<file path="src/rtl/adc_sar_sequencer_if.sv">
// Control/data bundle between a SAR sequencer and its analog front end / host.
// The slave modport belongs to the sequencer. The master modport belongs to whoever drives it.
interface adc_sar_sequencer_if #(
    parameter int NBITS  = 10,
    parameter int SAMP_W = 4
);
    logic              start_i;
    logic              cont_i;
    logic [SAMP_W-1:0] samp_cycles_i;
    logic              cmp_i;
    logic              sample_o;
    logic [NBITS-1:0]  dac_o;
    logic [NBITS-1:0]  data_o;
    logic              valid_o;
    logic              busy_o;
    logic              overrun_o;

    modport slave (
        input  start_i, cont_i, samp_cycles_i, cmp_i,
        output sample_o, dac_o, data_o, valid_o, busy_o, overrun_o
    );

    modport master (
        output start_i, cont_i, samp_cycles_i, cmp_i,
        input  sample_o, dac_o, data_o, valid_o, busy_o, overrun_o
    );
endinterface

</file>
<file path="src/rtl/adc_sar_sequencer.sv">
// SAR ADC sequencer: track/hold sample phase, then binary search on the DAC code.
//   state   | meaning
//   IDLE    | waiting for start_i, switch open, DAC parked at 0
//   SAMPLE  | switch closed for the latched N cycles
//   CONVERT | one comparator decision per cycle, MSB first
//   DONE    | result published with a one-cycle valid_o pulse
module adc_sar_sequencer #(
    parameter int NBITS  = 10,
    parameter int SAMP_W = 4
) (
    input  logic                  wb_clk_i,
    input  logic                  wb_rst_i,
    adc_sar_sequencer_if.slave    bus
);
    typedef enum logic [1:0] {IDLE, SAMPLE, CONVERT, DONE} state_t;

    state_t            state_q;
    logic [SAMP_W-1:0] cnt_q;
    logic [SAMP_W-1:0] samp_load_d;
    logic [NBITS-1:0]  mask_q;
    logic [NBITS-1:0]  dac_q;
    logic [NBITS-1:0]  dac_d;
    logic [NBITS-1:0]  data_q;
    logic              sample_q;
    logic              valid_q;
    logic              busy_q;
    logic              overrun_q;

    // Sample timer counts down to zero, so it is loaded with N-1 (a request of 0 behaves as 1).
    // mask_q is one-hot on the current trial bit.
    always_comb begin
        samp_load_d = (bus.samp_cycles_i == '0) ? '0 : bus.samp_cycles_i - SAMP_W'(1);
        dac_d       = (dac_q & ~mask_q) | (bus.cmp_i ? mask_q : '0) | (mask_q >> 1);
    end

    always_ff @(posedge wb_clk_i) begin
        if (wb_rst_i) begin
            state_q   <= IDLE;
            cnt_q     <= '0;
            mask_q    <= '0;
            dac_q     <= '0;
            data_q    <= '0;
            sample_q  <= 1'b0;
            valid_q   <= 1'b0;
            busy_q    <= 1'b0;
            overrun_q <= 1'b0;
        end else begin
            valid_q <= 1'b0;
            case (state_q)
                IDLE: begin
                    if (bus.start_i) begin
                        state_q  <= SAMPLE;
                        cnt_q    <= samp_load_d;
                        sample_q <= 1'b1;
                        busy_q   <= 1'b1;
                    end
                end
                SAMPLE: begin
                    overrun_q <= overrun_q | bus.start_i;
                    if (cnt_q == '0) begin
                        state_q  <= CONVERT;
                        sample_q <= 1'b0;
                        dac_q    <= NBITS'(1) << (NBITS - 1);
                        mask_q   <= NBITS'(1) << (NBITS - 1);
                    end else begin
                        cnt_q <= cnt_q - SAMP_W'(1);
                    end
                end
                CONVERT: begin
                    overrun_q <= overrun_q | bus.start_i;
                    dac_q     <= dac_d;
                    if (mask_q[0]) begin
                        state_q <= DONE;
                        data_q  <= dac_d;
                        valid_q <= 1'b1;
                        busy_q  <= 1'b0;
                    end else begin
                        mask_q <= mask_q >> 1;
                    end
                end
                DONE: begin
                    dac_q <= '0;
                    if (bus.cont_i || bus.start_i) begin
                        state_q  <= SAMPLE;
                        cnt_q    <= samp_load_d;
                        sample_q <= 1'b1;
                        busy_q   <= 1'b1;
                    end else begin
                        state_q <= IDLE;
                    end
                end
                default: state_q <= IDLE;
            endcase
        end
    end

    assign bus.sample_o  = sample_q;
    assign bus.dac_o     = dac_q;
    assign bus.data_o    = data_q;
    assign bus.valid_o   = valid_q;
    assign bus.busy_o    = busy_q;
    assign bus.overrun_o = overrun_q;
endmodule

</file>
<file path="src/flat_wrapper.sv">
// flat-port wrapper written by rule: the top's interface ports become plain ports
module adc_sar_sequencer_flat 
#(
    parameter int NBITS  = 10,
    parameter int SAMP_W = 4
)
  (wb_clk_i, wb_rst_i, bus_start_i, bus_cont_i, bus_samp_cycles_i, bus_cmp_i, bus_sample_o, bus_dac_o, bus_data_o, bus_valid_o, bus_busy_o, bus_overrun_o);
  adc_sar_sequencer_if #(.NBITS(NBITS), .SAMP_W(SAMP_W)) bus_i ();
  input  logic wb_clk_i;
  input  logic wb_rst_i;
  input wire logic [$bits(bus_i.start_i)-1:0] bus_start_i;
  input wire logic [$bits(bus_i.cont_i)-1:0] bus_cont_i;
  input wire logic [$bits(bus_i.samp_cycles_i)-1:0] bus_samp_cycles_i;
  input wire logic [$bits(bus_i.cmp_i)-1:0] bus_cmp_i;
  output wire logic [$bits(bus_i.sample_o)-1:0] bus_sample_o;
  output wire logic [$bits(bus_i.dac_o)-1:0] bus_dac_o;
  output wire logic [$bits(bus_i.data_o)-1:0] bus_data_o;
  output wire logic [$bits(bus_i.valid_o)-1:0] bus_valid_o;
  output wire logic [$bits(bus_i.busy_o)-1:0] bus_busy_o;
  output wire logic [$bits(bus_i.overrun_o)-1:0] bus_overrun_o;
  assign bus_i.start_i = bus_start_i;
  assign bus_i.cont_i = bus_cont_i;
  assign bus_i.samp_cycles_i = bus_samp_cycles_i;
  assign bus_i.cmp_i = bus_cmp_i;
  assign bus_sample_o = bus_i.sample_o;
  assign bus_dac_o = bus_i.dac_o;
  assign bus_data_o = bus_i.data_o;
  assign bus_valid_o = bus_i.valid_o;
  assign bus_busy_o = bus_i.busy_o;
  assign bus_overrun_o = bus_i.overrun_o;
  adc_sar_sequencer #(.NBITS(NBITS), .SAMP_W(SAMP_W)) u_core (.wb_clk_i(wb_clk_i), .wb_rst_i(wb_rst_i), .bus(bus_i));
endmodule
</file>
<file path="config.mk">
export PLATFORM = sky130hd
export DESIGN_NAME = adc_sar_sequencer_flat
export DESIGN_NICKNAME = d
export VERILOG_FILES = /design/src/rtl/adc_sar_sequencer_if.sv /design/src/rtl/adc_sar_sequencer.sv /design/src/flat_wrapper.sv
export SDC_FILE = /design/constraint.sdc
export NUM_CORES = 1
export LEC_CHECK = 0
export BUFFER_PORTS_ARGS = -buffer_cell sky130_fd_sc_hd__buf_2
export CELL_PAD_IN_SITES_DETAIL_PLACEMENT = 1
export CELL_PAD_IN_SITES_GLOBAL_PLACEMENT = 1
export CORE_AREA = 2 2 75 77
export CTS_CLUSTER_SIZE = 14
export DETAILED_ROUTE_END_ITERATION = 10
export DIE_AREA = 0 0 77 79
export HOLD_SLACK_MARGIN = 0.12
export PLACE_DENSITY = 0.82
export SLEW_MARGIN = 5
export SYNTH_ARGS = -nofsm -noshare
export SYNTH_HDL_FRONTEND = slang
export SYNTH_SLANG_ARGS = --single-unit
</file>
<file path="constraint.sdc">
create_clock -name wb_clk_i -period 1.8 [get_ports wb_clk_i]
set_clock_uncertainty 0.15 [all_clocks]
set_input_delay 0.36 -clock wb_clk_i [delete_from_list [all_inputs] [get_ports wb_clk_i]]
set_output_delay 0.36 -clock wb_clk_i [all_outputs]
set_load 0.03 [all_outputs]
</file>
* Word-level counts from Yosys, hierarchy flattened
Cells that the tools add are included.
** Cells by class
- Reductions and logical operators :: 18
- Mux-type cells :: 22
- Add/subtract/negate cells :: 2
- Bitwise gates (word level) :: 6
- Equality and inequality tests :: 9
** Operator list (count)
- $mux W10 :: 3
- $pmux W10 S3 :: 1
- $pmux W10 S2 :: 1
- $mux W4 :: 4
- $pmux W4 S3 :: 1
- $reduce_and A4 Y1 :: 3
- $and A10 B10 Y10 :: 1
- $not A10 Y10 :: 1
- $or A10 B10 Y10 :: 1
- $or A10 B9 Y10 :: 1
- $reduce_bool A3 Y1 :: 3
- $logic_not A4 Y1 :: 2
- $pmux W2 S4 :: 1
- $sub A4 B1 Y4 const B :: 2
- $mux W1 :: 6
- $mux W2 :: 3
- $ne A2 B1 Y1 const B :: 3
- $ne A2 B2 Y1 const B :: 3
- $pmux W1 S3 :: 2
- $reduce_and A2 Y1 :: 3
- $reduce_and A3 Y1 :: 2
- $eq A2 B2 Y1 const B :: 2
- $reduce_or A2 Y1 :: 2
- $eq A2 B1 Y1 const B :: 1
- other kinds (5) :: 5
** Word-level totals
- Word-level logic and storage cells :: 67
- Register bits :: 40
- Input bits :: 9
- Output and inout port bits :: 24

* Depth between registers and ports, before layout
Gate-level depths: netlist of run 1.
- Depth after elaboration :: 5
- Gate-level depth with buffers :: 8
- Gate-level depth less buffers :: 6

* Worst setup path before layout of run 1
OpenSTA, ideal clock, no wires.
- Path kind :: reg2reg
- Start :: register u_core.state_q[0]
- End :: register u_core.mask_q[1]
- Required time :: 1519 ps
- Cell stages (with the launch flop) :: 8
- Slack :: 15 ps
- Setup time :: 131 ps
- Arrival :: 1505 ps
- Buffers on the path :: 2
- Period minus slack after synthesis :: 1785 ps
- Cell sequence :: dfxtp_1 > inv_1 > ha_1 > buf_2 > and2_1 > buf_2 > nor2_1 > o32ai_1
** On the way
- Longest elaborated chain between the ends :: 3
- Elaborated cells between the ends (all ways) :: 7
- Those cells by class :: eq/ne (4); mux (1); reduce/logical (2)
** RTL lines
- start, declared :: line adc_sar_sequencer.sv:17 : state_t state_q;
- start signal, assigned :: line adc_sar_sequencer.sv:38 : state_q <= IDLE;
- start signal, assigned :: line adc_sar_sequencer.sv:52 : state_q <= SAMPLE;
- start signal, assigned :: line adc_sar_sequencer.sv:61 : state_q <= CONVERT;
- $eq A2 B2 Y1 or $eq A2 B1 Y1 (tied branches) :: line adc_sar_sequencer.sv:49 : case (state_q)
- $ne A2 B2 Y1 (no source line) (tied with other cells)
- $reduce_and A3 Y1 (no source line)
- end signal, assigned :: line adc_sar_sequencer.sv:64 : mask_q <= NBITS'(1) << (NBITS - 1);
- end signal, assigned :: line adc_sar_sequencer.sv:78 : mask_q <= mask_q >> 1;
- end, declared :: line adc_sar_sequencer.sv:20 : logic [NBITS-1:0] mask_q;
Several ways; a longest one is shown, not always the timed one.
A chain may end at the register's enable or synchronous reset.

* Worst setup path in the final report of run 1
- Start :: register u_core.cnt_q[1]
- End :: register u_core.dac_q[9] (netlist: u_core.bus.dac_o[9])
** On the way
- Longest elaborated chain between the ends :: 3
** RTL lines
- start, declared :: line adc_sar_sequencer.sv:18 : logic [SAMP_W-1:0] cnt_q;
- start signal, assigned :: line adc_sar_sequencer.sv:53 : cnt_q <= samp_load_d;
- start signal, assigned :: line adc_sar_sequencer.sv:66 : cnt_q <= cnt_q - SAMP_W'(1);
- start signal, assigned :: line adc_sar_sequencer.sv:85 : cnt_q <= samp_load_d;
- $logic_not A4 Y1 :: line adc_sar_sequencer.sv:60 : if (cnt_q == '0) begin
- $ne A2 B1 Y1 (no source line)
- $reduce_and A2 Y1 (no source line)
- end signal, assigned :: line adc_sar_sequencer.sv:63 : dac_q <= NBITS'(1) << (NBITS - 1);
- end, declared :: line adc_sar_sequencer.sv:21 : logic [NBITS-1:0] dac_q;
No other way between the ends.

==> flow_metrics.tcl, run 1 <==
set metrics [dict create \
    r2r_slack_ns 0.03 \
    p_per_area_nw_per_um2 1430 \
    synth_cells 217 \
    clockRootBuffer "clkbuf_8" \
    port_buffers 32 \
    syn_nets 231 \
    ys_warn_count 0 \
    routed_wl_um 5280 \
    ys_seq_area_frac 0.419 \
    total_power_mw 3.58 \
    die-area_um2 6080 \
    avgRoutedWirePerCell_um 15.6 \
    gp_congestion 0.835 \
    grt_pass1_vias 1840 \
    yosys_register_bits 40 \
    fp.dieH_um 79 \
    holdCritStartpoint "bus_start_i" \
    ir_drop_mv 0.873 \
    clkLatencyLatePin_ns 0.30 \
    rows 27 \
    clock.fmax_ghz 0.565 \
    yosysUniqueCellTypes 44 \
    hpwlAfterDp_um 3630 \
    drive_gt1_frac 0.350 \
    final_area_um2 2500 \
    grt_pass1_wl_um 8630 \
    worst_pin_slew_ns 0.459 \
    diodes 0 \
    place_area_um2 2240 \
    drt_first_pass_iters 4 \
    cts_sinks 40 \
    cp_max_fo 5 \
    syn-cell-area_um2 1910 \
    nets 279 \
    postCtsHoldBufs 0 \
    synth_area_per_cell_um2 8.80 \
    cp-start-kind "register" \
    hp-class "input pin to register" \
    grt_start_max_net_pins 19 \
    clk_pin_slew_ns 0.08 \
    initial_core_util 0.358 \
    first_iter_violations 81 \
    track_usage 0.176 \
    reg2reg_to "u_core.bus.dac_o[9]$_SDFFE_PP0P_" \
    fill_cells 656 \
    htreeDepth 2 \
    finalCriticalPeriod_ns 1.77 \
    critical_path_arrival_ns 1.80 \
    critical_path_class "register to register" \
    critical_path_required_ns 1.83 \
    cp-end-kind "register" \
    die_x_um 77 \
    overflow 0 \
    drc 0 \
    rsz0062_at_grt "yes" \
    min_to "u_core.bus.overrun_o$_SDFFE_PP0P_" \
    area.growth.synth_to_final_pct 30.9 \
    design.core.area_um2 5340 \
    antenna_found_initial 0 \
    ctsLongestPathBuffers 2 \
    hold_path_depth 3 \
    finalHoldViolCount 0 \
    vias 1790 \
    setup_violations 0 \
    maxCapViolCount 0 \
    vias_per_cell 5.30 \
    r2r_cells 7 \
    slew_viol_final 0 \
    boundaryPins 33 \
    status "completed" \
    p_leak_nw 1.02 \
    numCtsBuffers 5 \
    cts_tree "built" \
    antenna_left 0 \
    slew_headroom 0.694 \
    fin_crit_sh 0.983 \
    worstReg2RegStart "u_core.cnt_q[1]$_SDFFE_PP0P_" \
]
-- worst max-delay path by stage --
stage                                   start                                to  slack, ns  cells after the start
6_report         u_core.cnt_q[1]$_SDFFE_PP0P_  u_core.bus.dac_o[9]$_SDFFE_PP0P_       0.03                      7
3_5_place_dp     u_core.cnt_q[1]$_SDFFE_PP0P_  u_core.bus.dac_o[9]$_SDFFE_PP0P_      -0.04                      6
4_1_cts          u_core.cnt_q[1]$_SDFFE_PP0P_    u_core.state_q[1]$_SDFFE_PP0P_      0.006                      6
5_1_grt          u_core.cnt_q[1]$_SDFFE_PP0P_    u_core.state_q[1]$_SDFFE_PP0P_      -0.02                      6
2_1_floorplan  u_core.state_q[0]$_SDFFE_PP0P_     u_core.mask_q[1]$_SDFFE_PP0P_       0.01                      7
3_3_place_gp     u_core.cnt_q[0]$_SDFFE_PP0P_    u_core.state_q[1]$_SDFFE_PP0P_       0.02                      6
-- logic make-up after synthesis --
family / share of synthesized area
compound gates: 0.268
mux: 0.0314
fa+ha+maj: 0.0327
simple gates: 0.198
buf+inv: 0.0504
flops: 0.419
-- sequential cells by signal, indices dropped and copies added, names as in the netlist --
| signal | count |
|---|---|
| u_core.cnt_q | 4 |
| u_core.bus.sample_o | 1 |
| u_core.bus.data_o | 10 |
| u_core.bus.busy_o | 1 |
| u_core.state_q | 2 |
| u_core.bus.overrun_o | 1 |
| u_core.mask_q | 10 |
| u_core.bus.dac_o | 10 |
| u_core.bus.valid_o | 1 |
-- critical path, cell delays in order (launching register included) --
cell	delay, ns
dfxtp_2	0.33
inv_2	0.07
ha_4	0.14
or3b_4	0.43
a21oi_4	0.23
buf_6	0.15
buf_4	0.10
a221oi_2	0.05
-- cells in the mapped netlist --
cell type / instances / share of area
nor3_1: 9 / 0.024
o32ai_1: 2 / 0.0092
a211oi_1: 11 / 0.043
o31ai_1: 2 / 0.0079
nor2_1: 16 / 0.031
o21ai_0: 7 / 0.018
a41o_1: 1 / 0.0052
and2_1: 7 / 0.023
o311ai_0: 2 / 0.0092
dfxtp_1: 40 / 0.42
ha_1: 5 / 0.033
a311oi_1: 1 / 0.0046
a41oi_1: 1 / 0.0046
clkinv_1: 1 / 0.0020
a21oi_2: 1 / 0.0046
or3_1: 1 / 0.0033
o22ai_1: 7 / 0.023
clkbuf_1: 5 / 0.0098
nand2_1: 17 / 0.033
buf_4: 1 / 0.0039
inv_1: 11 / 0.022
nand3_1: 5 / 0.013
o21a_1: 5 / 0.020
a211oi_4: 1 / 0.010
nand4_1: 1 / 0.0033
nor2b_1: 11 / 0.036
o21ai_2: 1 / 0.0046
nand3b_1: 1 / 0.0039
o41ai_2: 1 / 0.0085
or4b_1: 1 / 0.0052
a21oi_4: 1 / 0.0085
o41ai_1: 2 / 0.0092
a211o_1: 4 / 0.018
nand2b_1: 1 / 0.0033
nand3_2: 1 / 0.0052
or3b_4: 1 / 0.0059
a21oi_1: 13 / 0.034
o21ba_1: 1 / 0.0052
buf_2: 5 / 0.013
mux2i_1: 6 / 0.031
nor3b_1: 2 / 0.0079
o21ai_1: 3 / 0.0079
a221oi_2: 1 / 0.0079
o21bai_1: 1 / 0.0039
-- repair_timing --
| item | in CTS | in global routing |
|---|---|---|
| gates resized for setup | 6 | 28 |
| endpoints found under the setup margin | 13 | 32 |
| pin swaps | 3 | 7 |
| setup buffers | 2 | 2 |
| hold endpoints to repair | 0 | 0 |
-- through the flow --
stage	setup WS [ns]	util	TNS (ns)	std cells	hold WS [ns]
final	0.0300	0.469	0	338	0.263
after global routing	-0.0161	0.469	-0.0527	338	0.288
after CTS	0.00634	0.445	0	336	0.243
after detailed placement	-0.0443	0.420	-0.116	326	0.312
after global placement	0.0205	0.420	0	326	0.303
after floorplan	0.0146	-	0	217	0.298
-- report_power, final --
part	internal (mW)	switching, mW	total [mW]
Clock	0.412	0.326	0.737
Combinational	0.749	0.995	1.74
Sequential	0.996	0.105	1.10
Total	2.16	1.43	3.58
-- per-layer routing --
metal | up-vias | GRT usage | wire length, um
li1 | 880 | - | -
met1 | 866 | 0.209 | 2260
met2 | 36 | 0.313 | 2760
met3 | 8 | 0.0364 | 170
met4 | 0 | 0.0679 | 90
met5 | - | 0 | 0
-- area by class of cell --
| type | count | area [um^2] | area share |
|---|---|---|---|
| Timing Repair Buffer | 52 | 338 | 0.135 |
| Multi-Input combinational cell | 154 | 1110 | 0.444 |
| Clock inverter | 2 | 35.0 | 0.0140 |
| Inverter | 12 | 48.8 | 0.0195 |
| Tap cell | 72 | 90.1 | 0.0360 |
| Clock buffer | 6 | 72.6 | 0.0290 |
| Sequential cell | 40 | 806 | 0.322 |
-- cells in the final DEF (no fill, tap or decap), types with 3 or more instances in the layout --
cell type	count
a211oi_1	11
nand2_1	17
a21oi_1	10
o22ai_1	6
dfxtp_1	36
ha_1	4
mux2i_1	6
clkbuf_8	5
a21oi_2	4
buf_6	4
inv_2	3
nor2_1	15
o21ai_1	4
dfxtp_2	4
nor2b_1	9
o41ai_2	3
nor3_1	6
nor3_2	3
nand3_1	3
inv_1	7
buf_4	15
a211o_1	4
and2_1	6
buf_2	32
o21ai_0	6
o21a_1	5
Note: power is estimated with default switching activity, not from simulation.
==> run 2, diff against run 1 <==
ABC_AREA = 1   (was unset)
CORE_AREA = 2 2 80 82   (was 2 2 75 77)
DIE_AREA = 0 0 82 84   (was 0 0 77 79)
==> flow_metrics.tcl, run 2 <==
set metrics [dict create \
    grt_start_max_net_pins 27 \
    port_buffers 32 \
    clk_pin_slew_ns 0.08 \
    critical_path_class "register to register" \
    critical_path_required_ns 1.89 \
    busiest_layer "met2" \
    track_usage 0.182 \
    fp.dieH_um 84 \
    cp-start-kind "register" \
    p_per_area_nw_per_um2 1480 \
    vias_per_cell 4.90 \
    antenna_found_initial 0 \
    r2r_slack_ns 0.16 \
    drt_first_pass_iters 4 \
    grt_pass1_wl_um 9850 \
    die-area_um2 6890 \
    design.core.area_um2 6100 \
    fin_hold_ws_ns 0.139 \
    critical_path_arrival_ns 1.73 \
    drive_gt1_frac 0.182 \
    clockRootBuffer "clkbuf_8" \
    worstReg2RegStart "u_core.state_q[0]$_SDFFE_PP0P_" \
    clkPwrFrac 0.221 \
    worst_pin_slew_ns 0.437 \
    slowest_stage "dfxtp_2" \
    ctsLongestPathBuffers 2 \
    cts_tree "built" \
    worstPathCellList "inv_1 > ha_1 > inv_1 > nor2_4 > buf_4 > nand3_1 > a21oi_1" \
    numCtsBuffers 5 \
    reg2reg_to "u_core.mask_q[1]$_SDFFE_PP0P_" \
    final_common_cell "nand2_1" \
    synth_area_leaders "dfxtp_1 39%, nand2_1 17%, nor2_1 8.7%, nand3_1 7.3%, a21oi_1 5.3%" \
    ir_drop_mv 0.647 \
    synth.most_common_cell "nand2_1" \
    synth_cells 315 \
    clock.fmax_ghz 0.609 \
    final_cell_mix "95 x nand2_1, 47 x nor2_1, 38 x dfxtp_1" \
    antenna_left 0 \
    nets 365 \
    hpwlAfterDp_um 4080 \
    ys_warn_count 0 \
    finalCriticalPeriod_ns 1.64 \
    switching_power_mw 1.57 \
    syn_nets 329 \
    synth_edf_count 0 \
    vias 2102 \
    sw_frac_of_total 0.438 \
    setup_tns_ns 0 \
    pwr-share-comb 0.456 \
    slew_headroom 0.708 \
    diodes 0 \
    synth_top_area_frac 0.389 \
    maxCapViolCount 0 \
    cpPeakStageDelay_ns 0.37 \
    avgRoutedWirePerCell_um 13.2 \
    htreeDepth 2 \
    synth_top_area_cell "dfxtp_1" \
    holdCritStartpoint "wb_rst_i" \
    die_x_um 82 \
    status "completed" \
    setup_violations 0 \
    seqPwrFrac 0.323 \
    synth_common_cells "95 x nand2_1, 48 x nor2_1, 40 x dfxtp_1, 30 x nand3_1, 29 x inv_1" \
    clkLatencyLatePin_ns 0.30 \
    yosys_register_bits 40 \
    pre_cts_ws_ns 0.000579 \
    drc 0 \
    path_buf_inv 3 \
    r2r_cells 7 \
    hp-class "input pin to register" \
    globalRouteMet2Util 0.299 \
    rows 29 \
    grt_pass1_vias 2157 \
    area.growth.synth_to_final_pct 17.7 \
    synth_area_per_cell_um2 6.54 \
    routed_wl_um 5660 \
    intPower_mw 2.02 \
    slew_viol_final 0 \
    async_flop_share 0 \
    boundaryPins 33 \
    finalHoldViolCount 0 \
    synth_ff_type "dfxtp_1" \
    first_iter_violations 75 \
    fin_ws_ns 0.158 \
    ys_seq_area_frac 0.389 \
    stdcell_count 429 \
    rsz0062_at_grt "no" \
    path_delay_family "flip-flops" \
    fin_crit_sh 0.912 \
    overflow 0 \
    gp_congestion 0.825 \
    initial_core_util 0.338 \
    hold_path_depth 2 \
    cp_max_fo 8 \
    yosysUniqueCellTypes 23 \
    postCtsHoldBufs 0 \
    syn-cell-area_um2 2060 \
    min_to "u_core.bus.busy_o$_SDFFE_PP0P_" \
    cp-end-kind "register" \
    critPathMostFrequentCell "inv_1" \
    finish.utilization 0.398 \
    use_met1 0.238 \
    cts_sinks 40 \
    p_leak_nw 1.15 \
    placed_cells 421 \
    grtUsageMet3 0.0335 \
]
## run 2: changes by cell type after synthesis, sizes merged, moves of 5 or more
| cell | delta |
|---|---|
| nand2 | +82 |
| nor2 | +34 |
| nand3 | +25 |
| inv | +21 |
| a211oi | -12 |
| nor2b | -11 |
| a21oi | +7 |
| and2 | -7 |
| o22ai | -7 |
| mux2i | -6 |
| o21a | -5 |
## run 2: routing by layer
metal / vias to the layer above / wire, um
met5: - / 0
met4: 0 / 91
met3: 7 / 150
met2: 26 / 2710
met1: 1005 / 2700
li1: 1064 / -
## run 2: through the flow
stage               cell area, um^2  power [mW]
floorplan                      2060        2.45
global placement               2290        2.76
detailed placement             2290        2.81
CTS                            2410        3.61
global route                   2420        3.90
finish                         2420        3.59
## run 2: worst max-delay path by stage
stage          depth (start not counted)                                 to                           start
3_5_place_dp                           6      u_core.mask_q[2]$_SDFFE_PP0P_  u_core.state_q[0]$_SDFFE_PP0P_
5_1_grt                                7      u_core.mask_q[1]$_SDFFE_PP0P_  u_core.state_q[0]$_SDFFE_PP0P_
3_3_place_gp                           7  u_core.bus.data_o[9]$_SDFFE_PP0P_  u_core.state_q[0]$_SDFFE_PP0P_
4_1_cts                                7  u_core.bus.data_o[9]$_SDFFE_PP0P_  u_core.state_q[0]$_SDFFE_PP0P_
6_report                               7      u_core.mask_q[1]$_SDFFE_PP0P_  u_core.state_q[0]$_SDFFE_PP0P_
2_1_floorplan                          9      u_core.mask_q[1]$_SDFFE_PP0P_  u_core.state_q[0]$_SDFFE_PP0P_
## run 2: area by class of cell
cell class / instances / area (um^2)
fillers: 839 / 3670
clock buffers: 6 / 82.6
repair buffers: 40 / 220
multi-input cells: 231 / 1050
flip-flops and latches: 40 / 803
well taps: 77 / 96.3
inverters: 33 / 130
clock inverters: 2 / 38.8
## run 2: logic make-up (layout without fill, tap and decap cells)
logic type	after synthesis	count (layout)	synth area share
fa+ha+maj	5	5	0.0304
flops	40	40	0.389
compound gates	38	38	0.0936
buf+inv	44	81	0.104
simple gates	188	188	0.383
## run 2: worst reg2reg max path, cell delays in order, from the launching register on
cell and delay [ns]:
dfxtp_2 0.37, inv_1 0.08, ha_1 0.35, inv_1 0.09, nor2_4 0.12, buf_4 0.16
nand3_1 0.11, a21oi_1 0.16
## run 2: power groups by stage
stage / Combinational (mW) / Sequential (mW) / Clock [mW]
2_1_floorplan: 1.11 / 1.34 / 0
3_3_place_gp: 1.59 / 1.17 / 0
3_5_place_dp: 1.63 / 1.18 / 0
4_1_cts: 1.64 / 1.16 / 0.814
5_1_grt: 1.87 / 1.18 / 0.850
6_report: 1.64 / 1.16 / 0.794
## run 2: timing repair
| action | CTS | global route |
|---|---|---|
| setup endpoints to repair | 1 | 21 |
| gates resized for setup | 1 | 5 |
| buffers inserted | 0 | 0 |
==> run 3, diff against run 2 <==
==> constraint.sdc (replaced) <==
create_clock -name wb_clk_i -period 1.8 [get_ports wb_clk_i]
set_clock_uncertainty 0.15 [all_clocks]
set_input_delay 0 -clock wb_clk_i [delete_from_list [all_inputs] [get_ports wb_clk_i]]
set_output_delay 0 -clock wb_clk_i [all_outputs]
set_load 0.03 [all_outputs]
==> flow_metrics.tcl, run 3 (synthesis results as in run 2) <==
set metrics [dict create \
    status "completed" \
    diodes 0 \
    worstPathCellList "inv_1 > ha_2 > nand2_1 > buf_4 > nor2_1 > nand2_1 > nand2_1" \
    slowest_stage "dfxtp_1" \
    cts_sinks 40 \
    holdCritStartpoint "u_core.bus.sample_o$_SDFFE_PP0P_" \
    avgRoutedWirePerCell_um 12.8 \
    routed_wl_um 5640 \
    hp-class "register to register" \
    r2r_slack_ns 0.14 \
    design.core.area_um2 6100 \
    port_buffers 32 \
    critical_path_class "register to register" \
    worst_pin_slew_ns 0.394 \
    cpPeakStageDelay_ns 0.35 \
    place_area_um2 2300 \
    finalCriticalPeriod_ns 1.66 \
    clock.fmax_ghz 0.602 \
    regArea_um2 801 \
    fp.dieH_um 84 \
    critical_path_required_ns 1.90 \
    numCtsBuffers 5 \
    final_common_cell "nand2_1" \
    p_leak_nw 1.21 \
    setup_violations 0 \
    area.growth.synth_to_final_pct 24.1 \
    pre_cts_ws_ns -0.0195 \
    ctsLongestPathBuffers 2 \
    final_cell_mix "95 x nand2_1, 48 x nor2_1, 40 x dfxtp_1" \
    vias 2107 \
    worstReg2RegStart "u_core.state_q[0]$_SDFFE_PP0P_" \
    ir_drop_mv 0.725 \
    hpwlAfterDp_um 4150 \
    r2r_cells 7 \
    nets 379 \
    clk_pin_slew_ns 0.08 \
    hold_path_depth 2 \
    initial_core_util 0.338 \
    setup_tns_ns 0 \
    rsz0062_at_grt "no" \
    vias_per_cell 4.77 \
    critPathMostFrequentCell "nand2_1" \
    fill_cells 816 \
    antenna_left 0 \
    antenna_found_initial 0 \
    drive_gt1_frac 0.178 \
    rows 29 \
    drt_first_pass_iters 4 \
    slew_viol_final 0 \
    total_power_mw 3.73 \
    final_area_um2 2560 \
    first_iter_violations 64 \
    crit_start "u_core.state_q[0]$_SDFFE_PP0P_" \
    boundaryPins 33 \
    grt_pass1_wl_um 9670 \
    cts_tree "built" \
    drc 0 \
    htreeDepth 2 \
    die-area_um2 6890 \
    maxCapViolCount 0 \
    critical_path_arrival_ns 1.76 \
    cp-start-kind "register" \
    cp_max_fo 10 \
    grt_pass1_vias 2161 \
    cp-end-kind "register" \
    gp_congestion 0.807 \
    overflow 0 \
    slew_headroom 0.737 \
    grt_start_max_net_pins 18 \
    clkLatencyLatePin_ns 0.30 \
    multiInputGateArea_um2 1050 \
    clockRootBuffer "clkbuf_8" \
    p_per_area_nw_per_um2 1460 \
    die_x_um 82 \
    fin_ws_ns 0.139 \
    fin_crit_sh 0.923 \
    track_usage 0.179 \
    finalHoldViolCount 0 \
]
==> run 3: changes by cell type in the layout (fill, tap and decap cells not counted), sizes merged <==
cell,before,now
buf,40,45
bufinv,1,2
clkbuf,6,5
clkinv,2,1
dlygate4sd3,0,9
==> run 3: routing by layer <==
| layer | up-vias | share of wire | wire, um | global-route usage |
|---|---|---|---|---|
| met5 | - | 0 | 0 | 0 |
| met4 | 0 | 0.014 | 79 | 0.0621 |
| met3 | 7 | 0.029 | 161 | 0.0411 |
| met2 | 18 | 0.49 | 2740 | 0.299 |
| met1 | 993 | 0.47 | 2650 | 0.223 |
| li1 | 1089 | - | - | - |
==> run 3: area by class of cell <==
cell class,count,share of cell area
clock buffers,5,0.0269
clock inverters,2,0.0235
inverters,33,0.0509
multi-input cells,231,0.412
flip-flops and latches,40,0.313
well taps,77,0.0377
repair buffers,54,0.136
==> run 3: repair_timing <==
item	4_1_cts	5_1_grt
setup buffers	0	4
gates resized for setup	1	2
cloned	0	0
endpoints found under the setup margin	5	19
hold buffers	9	0
hold endpoints to repair	31	0
pin swaps	0	2
==> run 3: per-stage QoR <==
step | util | hold slack [ns] | cells
after global routing | 0.419 | 0.324 | 442
after floorplan | - | -0.0809 | 315
after CTS | 0.413 | 0.303 | 438
final | 0.419 | 0.300 | 442
after global placement | 0.377 | 0.0977 | 422
after detailed placement | 0.377 | 0.128 | 422
==> run 3: worst paths after layout <==
path | endpoint
worst min-delay path | u_core.bus.sample_o$_SDFFE_PP0P_
worst max register to register | u_core.bus.data_o[7]$_SDFFE_PP0P_
worst min register to register | u_core.bus.sample_o$_SDFFE_PP0P_
worst max-delay path | u_core.bus.data_o[7]$_SDFFE_PP0P_
==> run 3: worst max-delay path: cells and delay by family, from the launching register on <==
kind,cells,cell delay [ns]
buffers and inverters,2,0.30
adders and majority gates,1,0.28
DFF,1,0.35
and+or+nand+nor,4,0.54
==> run 3: power breakdown <==
| part | internal [mW] | switching (mW) | total (mW) |
|---|---|---|---|
| Clock | 0.546 | 0.329 | 0.875 |
| Sequential | 1.04 | 0.114 | 1.15 |
| Combinational | 0.571 | 1.13 | 1.70 |
